### config.mk
export PLATFORM = sky130hd
export DESIGN_NAME = host_ctl_flat
export DESIGN_NICKNAME = d
export VERILOG_FILES = /design/src/rtl/host_ctl_if.sv /design/src/rtl/host_ctl.sv /design/src/flat_wrapper.sv
export SDC_FILE = /design/constraint.sdc
export NUM_CORES = 1
export LEC_CHECK = 0
export BUFFER_PORTS_ARGS = -buffer_cell sky130_fd_sc_hd__buf_2
export CORE_AREA = 5 5 82 84
export CTS_BUF_LIST = sky130_fd_sc_hd__clkbuf_8
export DETAILED_ROUTE_END_ITERATION = 12
export DIE_AREA = 0 0 87 89
export SETUP_SLACK_MARGIN = 0.5
export SLEW_MARGIN = 20
export SYNTH_ARGS = -nofsm -noshare
export SYNTH_HDL_FRONTEND = slang
export SYNTH_SLANG_ARGS = --single-unit
### constraint.sdc
create_clock -name clk -period 3.67 [get_ports clk]
set_input_delay 0.5505 -clock clk [delete_from_list [all_inputs] [get_ports clk]]
set_output_delay 0.5505 -clock clk [all_outputs]
set_load 0.02 [all_outputs]
### src/rtl/host_ctl_if.sv
// Host-side signal bundle for host_ctl: preload stream, data-memory port,
// result stream, core hold/done and run status.
interface host_ctl_if;
    localparam int unsigned DW = 8;
    localparam int unsigned AW = 8;
    localparam int unsigned CW = 16;

    logic          start;
    logic          ld_valid;
    logic [DW-1:0] ld_data;
    logic          ld_ready;
    logic          cpu_reset;
    logic          cpu_done;
    logic          dm_we;
    logic [AW-1:0] dm_addr;
    logic [DW-1:0] dm_di;
    logic [DW-1:0] dm_dout;
    logic          rd_valid;
    logic [DW-1:0] rd_data;
    logic          rd_ready;
    logic          busy;
    logic          timeout;
    logic [CW-1:0] cycles;
    logic          fin;

    // Host / environment side: drives requests, memory read data and the core done flag
    modport master (
        output start, ld_valid, ld_data, cpu_done, dm_dout, rd_ready,
        input  ld_ready, cpu_reset, dm_we, dm_addr, dm_di, rd_valid, rd_data,
               busy, timeout, cycles, fin
    );

    // Controller side
    modport slave (
        input  start, ld_valid, ld_data, cpu_done, dm_dout, rd_ready,
        output ld_ready, cpu_reset, dm_we, dm_addr, dm_di, rd_valid, rd_data,
               busy, timeout, cycles, fin
    );
endinterface

### src/rtl/host_ctl.sv
// Host sequencer for a small processor: preloads data memory, releases the core
// until it halts or times out, then streams result bytes back to the host.
module host_ctl #(
    parameter int unsigned N_LOAD    = 8,
    parameter int unsigned LOAD_BASE = 0,
    parameter int unsigned N_DUMP    = 4,
    parameter int unsigned DUMP_BASE = 8,
    parameter int unsigned MAX_CYC   = 4096
) (
    input  logic      clk,
    input  logic      reset,
    host_ctl_if.slave bus
);
    localparam int unsigned AW = 8;
    localparam int unsigned DW = 8;
    localparam int unsigned CW = 16;

    localparam logic [2:0] S_IDLE = 3'd0;
    localparam logic [2:0] S_LOAD = 3'd1;
    localparam logic [2:0] S_RUN  = 3'd2;
    localparam logic [2:0] S_DUMP = 3'd3;
    localparam logic [2:0] S_FIN  = 3'd4;

    localparam logic [AW-1:0] LOAD_ADDR0 = AW'(LOAD_BASE);
    localparam logic [AW-1:0] DUMP_ADDR0 = AW'(DUMP_BASE);
    localparam logic [AW-1:0] LOAD_LAST  = AW'(N_LOAD - 1);
    localparam logic [AW-1:0] DUMP_LAST  = AW'(N_DUMP - 1);
    localparam logic [CW-1:0] CYC_LIMIT  = CW'(MAX_CYC);
    localparam logic          HAS_LOAD   = (N_LOAD != 0);

    logic [2:0]    state, state_nx;
    logic [AW-1:0] idx, idx_nx;
    logic [AW-1:0] addr, addr_nx;
    logic [CW-1:0] cycles, cycles_nx;
    logic          timeout, timeout_nx;
    logic          ld_ready_q, cpu_reset_q, rd_valid_q, busy_q, fin_q;
    logic          ld_acc;
    logic          rd_acc;
    logic          run_first;

    assign ld_acc    = ld_ready_q & bus.ld_valid;
    assign rd_acc    = rd_valid_q & bus.rd_ready;
    // cycles is loaded with 1 on RUN entry, so a value of 1 marks the first RUN cycle
    assign run_first = (cycles == CW'(1));

    // Next-state, index, address and run-statistics logic
    always_comb begin
        state_nx   = state;
        idx_nx     = idx;
        addr_nx    = addr;
        cycles_nx  = cycles;
        timeout_nx = timeout;
        case (state)
            S_IDLE: begin
                if (bus.start) begin
                    cycles_nx  = '0;
                    timeout_nx = 1'b0;
                    idx_nx     = '0;
                    if (HAS_LOAD) begin
                        state_nx = S_LOAD;
                        addr_nx  = LOAD_ADDR0;
                    end else begin
                        state_nx  = S_RUN;
                        cycles_nx = CW'(1);
                    end
                end
            end
            S_LOAD: begin
                if (ld_acc) begin
                    idx_nx  = idx + AW'(1);
                    addr_nx = addr + AW'(1);
                    if (idx == LOAD_LAST) begin
                        state_nx  = S_RUN;
                        cycles_nx = CW'(1);
                    end
                end
            end
            S_RUN: begin
                // done takes priority over the limit; the core's done is stale in cycle 1
                if (bus.cpu_done && !run_first) begin
                    state_nx = S_DUMP;
                    idx_nx   = '0;
                    addr_nx  = DUMP_ADDR0;
                end else if (cycles >= CYC_LIMIT) begin
                    state_nx   = S_DUMP;
                    timeout_nx = 1'b1;
                    idx_nx     = '0;
                    addr_nx    = DUMP_ADDR0;
                end else begin
                    cycles_nx = cycles + CW'(1);
                end
            end
            S_DUMP: begin
                if (rd_acc) begin
                    if (idx == DUMP_LAST) begin
                        state_nx = S_FIN;
                    end else begin
                        idx_nx  = idx + AW'(1);
                        addr_nx = addr + AW'(1);
                    end
                end
            end
            S_FIN: begin
                state_nx = S_IDLE;
            end
            default: begin
                state_nx = S_IDLE;
            end
        endcase
    end

    // State register plus state-decoded control flops, all cleared asynchronously
    always_ff @(posedge clk or negedge reset) begin
        if (!reset) begin
            state       <= S_IDLE;
            idx         <= '0;
            addr        <= '0;
            cycles      <= '0;
            timeout     <= 1'b0;
            ld_ready_q  <= 1'b0;
            cpu_reset_q <= 1'b1;
            rd_valid_q  <= 1'b0;
            busy_q      <= 1'b0;
            fin_q       <= 1'b0;
        end else begin
            state       <= state_nx;
            idx         <= idx_nx;
            addr        <= addr_nx;
            cycles      <= cycles_nx;
            timeout     <= timeout_nx;
            ld_ready_q  <= (state_nx == S_LOAD);
            cpu_reset_q <= (state_nx != S_RUN);
            rd_valid_q  <= (state_nx == S_DUMP);
            busy_q      <= (state_nx != S_IDLE);
            fin_q       <= (state_nx == S_FIN);
        end
    end

    // Write strobe/data and read data pass straight through the accepted handshake
    assign bus.dm_we     = ld_acc;
    assign bus.dm_di     = ld_acc ? bus.ld_data : DW'(0);
    assign bus.dm_addr   = addr;
    assign bus.rd_data   = rd_valid_q ? bus.dm_dout : DW'(0);
    assign bus.ld_ready  = ld_ready_q;
    assign bus.cpu_reset = cpu_reset_q;
    assign bus.rd_valid  = rd_valid_q;
    assign bus.busy      = busy_q;
    assign bus.fin       = fin_q;
    assign bus.timeout   = timeout;
    assign bus.cycles    = cycles;
endmodule

### src/flat_wrapper.sv
// flat-port wrapper written by rule: the top's interface ports become plain ports
module host_ctl_flat 
#(
    parameter int unsigned N_LOAD    = 8,
    parameter int unsigned LOAD_BASE = 0,
    parameter int unsigned N_DUMP    = 4,
    parameter int unsigned DUMP_BASE = 8,
    parameter int unsigned MAX_CYC   = 4096
)
  (clk, reset, bus_start, bus_ld_valid, bus_ld_data, bus_cpu_done, bus_dm_dout, bus_rd_ready, bus_ld_ready, bus_cpu_reset, bus_dm_we, bus_dm_addr, bus_dm_di, bus_rd_valid, bus_rd_data, bus_busy, bus_timeout, bus_cycles, bus_fin);
  host_ctl_if bus_i ();
  input  logic clk;
  input  logic reset;
  input wire logic [$bits(bus_i.start)-1:0] bus_start;
  input wire logic [$bits(bus_i.ld_valid)-1:0] bus_ld_valid;
  input wire logic [$bits(bus_i.ld_data)-1:0] bus_ld_data;
  input wire logic [$bits(bus_i.cpu_done)-1:0] bus_cpu_done;
  input wire logic [$bits(bus_i.dm_dout)-1:0] bus_dm_dout;
  input wire logic [$bits(bus_i.rd_ready)-1:0] bus_rd_ready;
  output wire logic [$bits(bus_i.ld_ready)-1:0] bus_ld_ready;
  output wire logic [$bits(bus_i.cpu_reset)-1:0] bus_cpu_reset;
  output wire logic [$bits(bus_i.dm_we)-1:0] bus_dm_we;
  output wire logic [$bits(bus_i.dm_addr)-1:0] bus_dm_addr;
  output wire logic [$bits(bus_i.dm_di)-1:0] bus_dm_di;
  output wire logic [$bits(bus_i.rd_valid)-1:0] bus_rd_valid;
  output wire logic [$bits(bus_i.rd_data)-1:0] bus_rd_data;
  output wire logic [$bits(bus_i.busy)-1:0] bus_busy;
  output wire logic [$bits(bus_i.timeout)-1:0] bus_timeout;
  output wire logic [$bits(bus_i.cycles)-1:0] bus_cycles;
  output wire logic [$bits(bus_i.fin)-1:0] bus_fin;
  assign bus_i.start = bus_start;
  assign bus_i.ld_valid = bus_ld_valid;
  assign bus_i.ld_data = bus_ld_data;
  assign bus_i.cpu_done = bus_cpu_done;
  assign bus_i.dm_dout = bus_dm_dout;
  assign bus_i.rd_ready = bus_rd_ready;
  assign bus_ld_ready = bus_i.ld_ready;
  assign bus_cpu_reset = bus_i.cpu_reset;
  assign bus_dm_we = bus_i.dm_we;
  assign bus_dm_addr = bus_i.dm_addr;
  assign bus_dm_di = bus_i.dm_di;
  assign bus_rd_valid = bus_i.rd_valid;
  assign bus_rd_data = bus_i.rd_data;
  assign bus_busy = bus_i.busy;
  assign bus_timeout = bus_i.timeout;
  assign bus_cycles = bus_i.cycles;
  assign bus_fin = bus_i.fin;
  host_ctl #(.N_LOAD(N_LOAD), .LOAD_BASE(LOAD_BASE), .N_DUMP(N_DUMP), .DUMP_BASE(DUMP_BASE), .MAX_CYC(MAX_CYC)) u_core (.clk(clk), .reset(reset), .bus(bus_i));
endmodule
# --- Yosys cells after proc, flatten, opt, wreduce, memory -nomap -nowiden ---
# Cells that the tools add are included.
# Widths: inputs -> output; s select.
totals:
  register_bits: 41
  latch_bits: 0
  mem_bits_rw: 0
  rom_bits: 0
  out_inout_bits: 47
  memories: 0
classes:
  n_addsub: 3
  n_mul: 0
  div_mod_pow: 0
  order_cmp: 1
  n_eq_ne: 19
  shifts: 0
  mux: 33
  n_bitwise: 2
  reduce_logical: 10
op_table:
  columns: ["operator", "count"]
  rows:
  - ["$mux 8", 13]
  - ["$mux 16", 5]
  - ["$pmux 8 s4", 2]
  - ["$pmux 16 s3", 1]
  - ["$mux 3", 7]
  - ["$add 16x1->16 const B", 1]
  - ["$add 8x1->8 const B", 2]
  - ["$eq 16x1->1 const B", 1]
  - ["$ge 16x13->1 const B", 1]
  - ["$pmux 3 s4", 1]
  - ["$reduce_and 6->1", 2]
  - ["$eq 3x2->1 const B", 3]
  - ["$eq 8x2->1 const B", 1]
  - ["$eq 8x3->1 const B", 1]
  - ["$ne 2x1->1 const B", 4]
  - ["$ne 2x2->1 const B", 4]
  - ["$eq 3x1->1 const B", 2]
  - ["$reduce_bool 3->1", 2]
  - ["$reduce_and 4->1", 1]
  - ["$reduce_bool 4->1", 1]
  - ["$eq 3x3->1 const B", 1]
  - ["$logic_not 3->1", 1]
  - ["$mux 1", 3]
  - ["$ne 3x1->1 const B", 1]
  - ["6 further kinds", 7]

# --- Logic depth before layout (Yosys ltp) ---
# Gate-level depths: netlist (run 1).
depth:
  depth_word: 6
  mapped_depth: 8
  ltp_nobuf: 7

# --- Worst setup path after synthesis (run 1) ---
# OpenSTA, ideal clock, no wires.
synth_path:
  path_kind: "register to register"
  from: "reg u_core.cycles[12], in the netlist u_core.bus.cycles[12]"
  to: "reg u_core.cycles[0], in the netlist u_core.bus.cycles[0]"
  setup_time_ns: 0.125
  arrival_time_ns: 2.212
  required_time_ns: 3.545
  path_slack_ns: 1.333
  path_stages_with_launch: 5
  n_path_buf: 0
  period_less_slack_ns: 2.337
  cell_sequence: "dfrtp_1 or4_2 o21ba_2 or3_2 mux2_4"
synth_between:
  elab_chain_len: 5
  elab_cells_between_ends: 7
  cone_classes: "order compare (1); eq/ne (3); reduce/logical (3)"
synth_rtl:
  columns: ["item", "line_no", "source"]
  rows:
  - ["from (decl)", "host_ctl.sv:34", "logic [CW-1:0] cycles, cycles_nx;"]
  - ["from (signal assigned)", "host_ctl.sv:129", "cycles <= cycles_nx;"]
  - ["parallel branches: the longest is 4 deep, another holds $ge 16x13->1", null, null]
  - ["$reduce_and 6->1 (no line) (*)", null, null]
# Every way passes the cells marked *.
# A chain may end at the register's enable or synchronous reset.

# --- Worst setup path after layout (run 1) ---
layout_path:
  from: "reg u_core.idx[4]"
  to: "reg u_core.cycles[0], in the netlist u_core.bus.cycles[0]"
layout_between:
  elab_chain_len: 3
layout_rtl:
  columns: ["item", "line_no", "source"]
  rows:
  - ["from (decl)", "host_ctl.sv:32", "logic [AW-1:0] idx, idx_nx;"]
  - ["from (signal assigned)", "host_ctl.sv:127", "idx <= idx_nx;"]
  - ["$eq 8x3->1", "host_ctl.sv:72", "if (idx == LOAD_LAST) begin"]
  - ["$ne 2x1->1 (no line)", null, null]
  - ["$reduce_and 6->1 (no line)", null, null]
# Every way passes these cells.

==> results of run 1 <==
[registers in the layout, indices dropped and copies added (netlist names)]
signal and flops:
u_core.bus.cycles 16, u_core.bus.dm_addr 8, u_core.idx 8, u_core.state 3, u_core.bus.busy 1, u_core.bus.cpu_reset 1, u_core.bus.fin 1, u_core.bus.ld_ready 1
u_core.bus.rd_valid 1, u_core.bus.timeout 1
[layer usage]
metal,wire (um),up-vias
met5,0,-
met4,50,0
met3,426,4
met2,2770,68
li1,-,1090
met1,2870,1055
[worst register-to-register path, cell delays in order (launching register included)]
cell     delay [ps]
dfrtp_1         430
or4_4           600
nor4_4          380
nor2_2          160
or3_2           470
mux2_4          310
[synth_stat cells, types with 4 or more instances]
master and n:
nand3_1 8, nor3_1 4, a21oi_1 14, o21ai_0 14, nor4_1 5, nand2b_1 6
inv_1 5, o31ai_1 6, a31oi_1 14, and4_1 4, or4_1 4, dfrtp_1 40
and3_1 18, nor2_1 14, ha_1 5, or3_1 7, and2_1 11, a41oi_1 5
nand2_1 18, clkbuf_1 6
[logic make-up (layout without fill, tap and decap cells)]
logic type               after synthesis  count (layout)
multiplexers                           3               3
AND/OR/NAND/NOR                      118             118
flip-flops                            41              41
buffers and inverters                 17              85
adder cells (fa/ha/maj)                5               5
AO/OA/AOI/OAI                         67              67
[power groups by stage]
stage          clock network (mW)  registers [mW]  logic (mW)
5_1_grt                     0.412           0.708       0.869
4_1_cts                     0.390           0.682       0.788
2_1_floorplan                   0           0.706       0.541
3_3_place_gp                    0           0.687       0.782
6_report                    0.379           0.684       0.781
3_5_place_dp                    0           0.691       0.782
[final cells by class]
| class | instances | share of cell area [%] |
|---|---|---|
| clock buffers | 6 | 2.88 |
| clock inverters | 2 | 1.18 |
| inverters | 6 | 0.787 |
| multi-input cells | 193 | 43.3 |
| flip-flops and latches | 41 | 35.9 |
| well taps | 75 | 3.28 |
| repair buffers | 71 | 12.7 |
[worst min-delay path by stage]
| stage | start | end | slack, ps | cells past startpoint |
|---|---|---|---|---|
| 2_1_floorplan | reset | u_core.bus.busy$_DFF_PN0_ | 250 | 0 |
| 3_3_place_gp | u_core.bus.dm_addr[7]$_DFFE_PN0P_ | u_core.bus.dm_addr[7]$_DFFE_PN0P_ | 480 | 1 |
| 3_5_place_dp | u_core.bus.dm_addr[7]$_DFFE_PN0P_ | u_core.bus.dm_addr[7]$_DFFE_PN0P_ | 470 | 1 |
| 4_1_cts | reset | u_core.bus.dm_addr[6]$_DFFE_PN0P_ | 410 | 1 |
| 5_1_grt | reset | u_core.bus.dm_addr[6]$_DFFE_PN0P_ | 460 | 1 |
| 6_report | reset | u_core.bus.dm_addr[6]$_DFFE_PN0P_ | 380 | 1 |
[stage by stage]
step                utilization [%]  setup slack, ps  hold slack (ps)  area [um^2]  cells
floorplan                         -             1330              255         2360    251
global placement               46.9             1280              481         2750    386
detailed placement             46.9             1230              474         2750    386
CTS                            48.9             1200              414         2860    394
global route                   48.9             1120              460         2860    394
finish                         48.9             1200              380         2860    394
==> results.md, run 1 <==
* Global-route wire length before repair at around 9900 um
* GR Util met1 at 22.4%
* Clk buf depth at 2
* Most common cell after layout, fill and taps aside: buf_2
* Drt wl/cell at 15.5 um
* Cell leakage power at 1.48 nW
* DR vias at around 2200
* Post-CTS sizing at 0
* # diodes at 0
* Synth Area in XOR/XNOR at 0%
* Worst Skew at between 6 and 7 ps
* CORE AREA at about 6000 um^2
* Mux cell area share after synthesis at under 10%
* Switching power total at 0.783 mW
* Post-CTS Setup Inserts at 0
* Worst EP arrival at between 2000 and 3000 ps
* Die width at around 87 um
* # nets final at 345
* Combinational Power Share at between 40% and 50%
* Synthesized flop and latch total at just over 40
* Worst Path Buf+Inv at 0
* CTS tree: built
* Post-Syn Nets at ~280
* Root Driver: clkbuf_8
* PD cells at about 640 nW/um^2
* Pin count of the biggest net entering global routing at 42
* Initial Util at approximately 40%
* Post-Syn Area at around 2400 um^2
* Ys flop type: dfrtp_1
* CP max-delay cell: or4_4
* Crit Path Category: register to register
* CTS H-tree depth at 2
* Crit start category: register
* Share of layout cells above drive strength 1 at a little under a third
* Worst setup endpoint: u_core.bus.cycles[0]$_DFFE_PN0P_
* Crit-path max cell delay at 600 ps
* Max-slew violation count at 0
* Synth warn at 0
* Synth-to-Final Area Change at 21.1%
* Port bufs at 68
* Fin crit period at around 2500 ps
* Avg Inst Size Synth at 9.42 um^2
* Multi-input gate area in the final layout at ~1200 um^2
* I/O pin cnt at slightly below 70
* Top Usage Layer GRT: met2
* CP required at just under 4000 ps
* Drt first pass iters at 4
* Compound-cell area share of the yosys netlist at 18.6%
* Nature of the critical path endpoint: register
* Maxcap violations at 0
* Top-area cell type share of the netlist area at roughly 42%
* GRT Total Usage at 16.2%
* Maximum clock rate at between 400 and 500 MHz
* Post-DRT Antenna Nets at 0
* Register Area at between 1000 and 1500 um^2
* Die area at approximately 7700 um^2
* Met2 Resource Use GR at 24.9%
* 1st-iter DRT viols at 150
* Crit-path cells: or4_4 > nor4_4 > nor2_2 > or3_2 > mux2_4
* RSZ-0062 raised after global routing: no
* Vias in the first global route at 1969
* R2r startpoint: u_core.idx[4]$_DFFE_PN0P_
* Register area share after synthesis at about 43%
* Overflow after GRT at 0
* Row count at 28
* Adder-cell share of the synthesized area at ~2.6%
* # setup viols final at 0
* Least-Margin Pin Slew at approximately 900 ps
* DRC at 0
* Reg-to-reg slack, setup at 1200 ps
* Rel. slew slack at between 40% and 50%
* FILL cells at ~580
* Post-synthesis async set-or-reset flop share at between 90% and 100%
* Hold buffer count at CTS at 0
* Number of antenna violations at the first check in global routing at 0
* Commonest non-fill, non-tap cells in the layout: buf_2, dfrtp_1, nand2_1, and3_1
* Sequential power share at between 30% and 40%
* Synth area leader: dfrtp_1
* Final Wtd Congestion at slightly below 0.9
* Worst vdd ir at 344 uV
* Peak fanout along the critical path at 11
* Period utilization at 67.3%
* Hold crit path type: primary input to asynchronous set/reset pin
* Clock slew seen by the registers of the worst setup and hold paths at ~80 ps
* Synth area leaders: dfrtp_1, and3_1, a31oi_1
* CTS sink count at ~40
* Final HPWL DP at about 4400 um
* Clock insertion delay at the later pin of the skew report at 290 ps
* Post-synth EDFFs at 0
* Setup_tns at 0 ps
* Mean number of vias per cell at 5.63
* Net Sw Frac at 42.5%
* GR Util met3 at a little over 4%
* Synth Area in Simple Gates at just under 30%
* Clk network pwr share at between 20% and 30%
* Die height at around 89 um
* DRT Wirelength at about 6100 um
* Largest family of logic cells by synthesized area: simple AND/OR/NAND/NOR gates
* CP top delay family: simple AND/OR/NAND/NOR gates
* Cells on worst reg2reg path at 5
* Pwr Total at between 1.5 and 2 mW
* Int Pwr at roughly 1.1 mW
* Reg-to-Reg End: u_core.bus.cycles[0]$_DFFE_PN0P_
* Yosys cell types at 58
* Clock buffer count from CTS at 5
* Post-Syn Instances at 251
* Critical path depth at 5
* Final hold violations at 0
* Outcome: finished clean
* Worst Setup SP: u_core.idx[4]$_DFFE_PN0P_
Power figures use the tool's default switching activity.
==> run 2: changes to the inputs <==
==> constraint.sdc (replaced) <==
create_clock -name clk -period 2.48 [get_ports clk]
set_input_delay 0.372 -clock clk [delete_from_list [all_inputs] [get_ports clk]]
set_output_delay 0.372 -clock clk [all_outputs]
set_load 0.02 [all_outputs]
==> run 2 against run 1 <==
Net effect:
- setup slack worse by 840 ps
- worst hold slack got worse by 170 ps
- highest routed layer unchanged
- die area unchanged
- core utilization is 9.2 points higher
- fmax increased by 16%
- largest cell class unchanged
- critical endpoint unchanged
==> results.md, run 2 (synthesis results as in run 1) <==
* Die area at approximately 7700 um^2
* DR vias at 2396
* Mean number of vias per cell at around 5.6
* # nets final at roughly 380
* Worst EP arrival at 2310 ps
* Hold buffer count at CTS at 0
* R2r startpoint: u_core.bus.cycles[11]$_DFFE_PN0P_
* Reg-to-Reg End: u_core.bus.cycles[0]$_DFFE_PN0P_
* Cell leakage power at around 1.7 nW
* # setup viols final at 0
* Number of antenna violations at the first check in global routing at 0
* Max FFs per register at 16
* Port bufs at 68
* CTS sink count at 41
* I/O pin cnt at a little under 70
* Met3 wire length at between 500 and 600 um
* Final hold violations at 0
* Final std cells w/o fill at 428
* Crit start category: register
* Row count at 28
* Worst Skew at around 8 ps
* Most common cell after layout, fill and taps aside: buf_2
* Global-route wire length before repair at ~10000 um
* Final Wtd Congestion at about 0.8
* Biggest register: u_core.bus.cycles
* DRC at 0
* Die width at about 87 um
* Rel. slew slack at approximately two fifths
* Nature of the critical path endpoint: register
* Die height at about 90 um
* Post-DRT Antenna Nets at 0
* Commonest non-fill, non-tap cells in the layout: buf_2, dfrtp_1, buf_4, and3_1, nand2_1
* Setup_tns at 0 ps
* Fin crit period at 2120 ps
* Clock slew seen by the registers of the worst setup and hold paths at 80 ps
* Final HPWL DP at 4480 um
* Overflow after GRT at 0
* Period utilization at between 80% and 90%
* Clock insertion delay at the later pin of the skew report at ~300 ps
* Cells on worst reg2reg path at 5
* Hold crit path type: primary input to asynchronous set/reset pin
* Pwr Total at about 3.2 mW
* CORE AREA at around 5900 um^2
* Final core utilization at 58.1%
* Area after DPL at 2840 um^2
* Worst vdd ir at ~480 uV
* Synth-to-Final Area Change at 43.8%
* 1st-iter DRT viols at 147
* PD cells at between 900 and 1000 nW/um^2
* GRT Total Usage at roughly 17%
* Peak fanout along the critical path at 5
* Highest Signal Layer: met4
* Routed wl met2 at 3030 um
* Max-slew violation count at 0
* Post-route setup slack at between 300 and 400 ps
* Clock buffer count from CTS at 5
* Fin area at 3400 um^2
* Vias in the first global route at between 2000 and 2500
* DRT Wirelength at about 6800 um
* Post-Place Worst Slack at roughly 240 ps
* Maxcap violations at 0
* Placed cell count at between 300 and 400
* Met1 wire length at roughly 3100 um
* Fin Hold WS at about 210 ps
* Drt wl/cell at around 16 um
* Crit Path Category: register to register
* Reg-to-reg slack, setup at about 360 ps
* Pin count of the biggest net entering global routing at between 40 and 50
* CTS tree: built
* Root Driver: clkbuf_8
* Outcome: finished clean
* Share of layout cells above drive strength 1 at 47.9%
* CP required at between 2000 and 3000 ps
* # diodes at 0
* Initial Util at between 40% and 50%
* Drt first pass iters at 4
* Maximum clock rate at ~470 MHz
* Clk buf depth at 2
* CTS H-tree depth at 2
* RSZ-0062 raised after global routing: yes
* Least-Margin Pin Slew at a little over 900 ps
## run 2: cell count changes in the layout (fill, tap and decap cells not counted), sizes merged
cell,before,now
o21ba,1,2
bufinv,1,0
inv,6,5
buf,71,104
clkinv,1,2
clkbuf,6,7
## run 2: routing by layer
layer | vias to the layer above | track usage, %
met3 | 10 | 3.13
met4 | 0 | 6.66
met2 | 88 | 26.4
met1 | 1146 | 23.5
li1 | 1152 | -
met5 | - | 0
## run 2: cell type report
cell class                 count  area [um^2]
sequential                    41         1030
fill                         530         2450
timing repair buffer         104          633
inverter                       6         23.8
clock inverter                 1         5.00
tap                           75         93.8
clock buffer                   7         96.3
multi-input combinational    194         1510
## run 2: worst max-delay path by stage
| stage | endpoint | depth (start not counted) | slack, ps | start |
|---|---|---|---|---|
| after floorplan | u_core.bus.cycles[0]$_DFFE_PN0P_ | 5 | 440 | u_core.idx[5]$_DFFE_PN0P_ |
| after global placement | u_core.bus.cycles[0]$_DFFE_PN0P_ | 5 | 290 | u_core.idx[5]$_DFFE_PN0P_ |
| after detailed placement | u_core.idx[6]$_DFFE_PN0P_ | 6 | 240 | u_core.bus.cycles[0]$_DFFE_PN0P_ |
| after CTS | u_core.bus.cycles[0]$_DFFE_PN0P_ | 5 | 310 | u_core.idx[5]$_DFFE_PN0P_ |
| after global routing | u_core.bus.cpu_reset$_DFF_PN1_ | 5 | 270 | u_core.idx[4]$_DFFE_PN0P_ |
| final | u_core.bus.cycles[0]$_DFFE_PN0P_ | 5 | 360 | u_core.bus.cycles[11]$_DFFE_PN0P_ |
## run 2: worst max-delay path, stage by stage, from the launching register on
cell	delay, ps
dfrtp_1	430
nor4_2	460
a31oi_4	170
o21ba_4	270
or3_4	380
mux2_4	300
## run 2: repair_timing
action / 4_1_cts / 5_1_grt
endpoints found under the setup margin: 28 / 35
cloned: 0 / 2
setup buffers: 15 / 12
gates resized for setup: 7 / 47
pin swaps: 8 / 20
## run 2: power breakdown
part           internal, mW  switching, mW
sequential            0.814          0.200
combinational         0.741          0.940
clock                 0.252          0.240
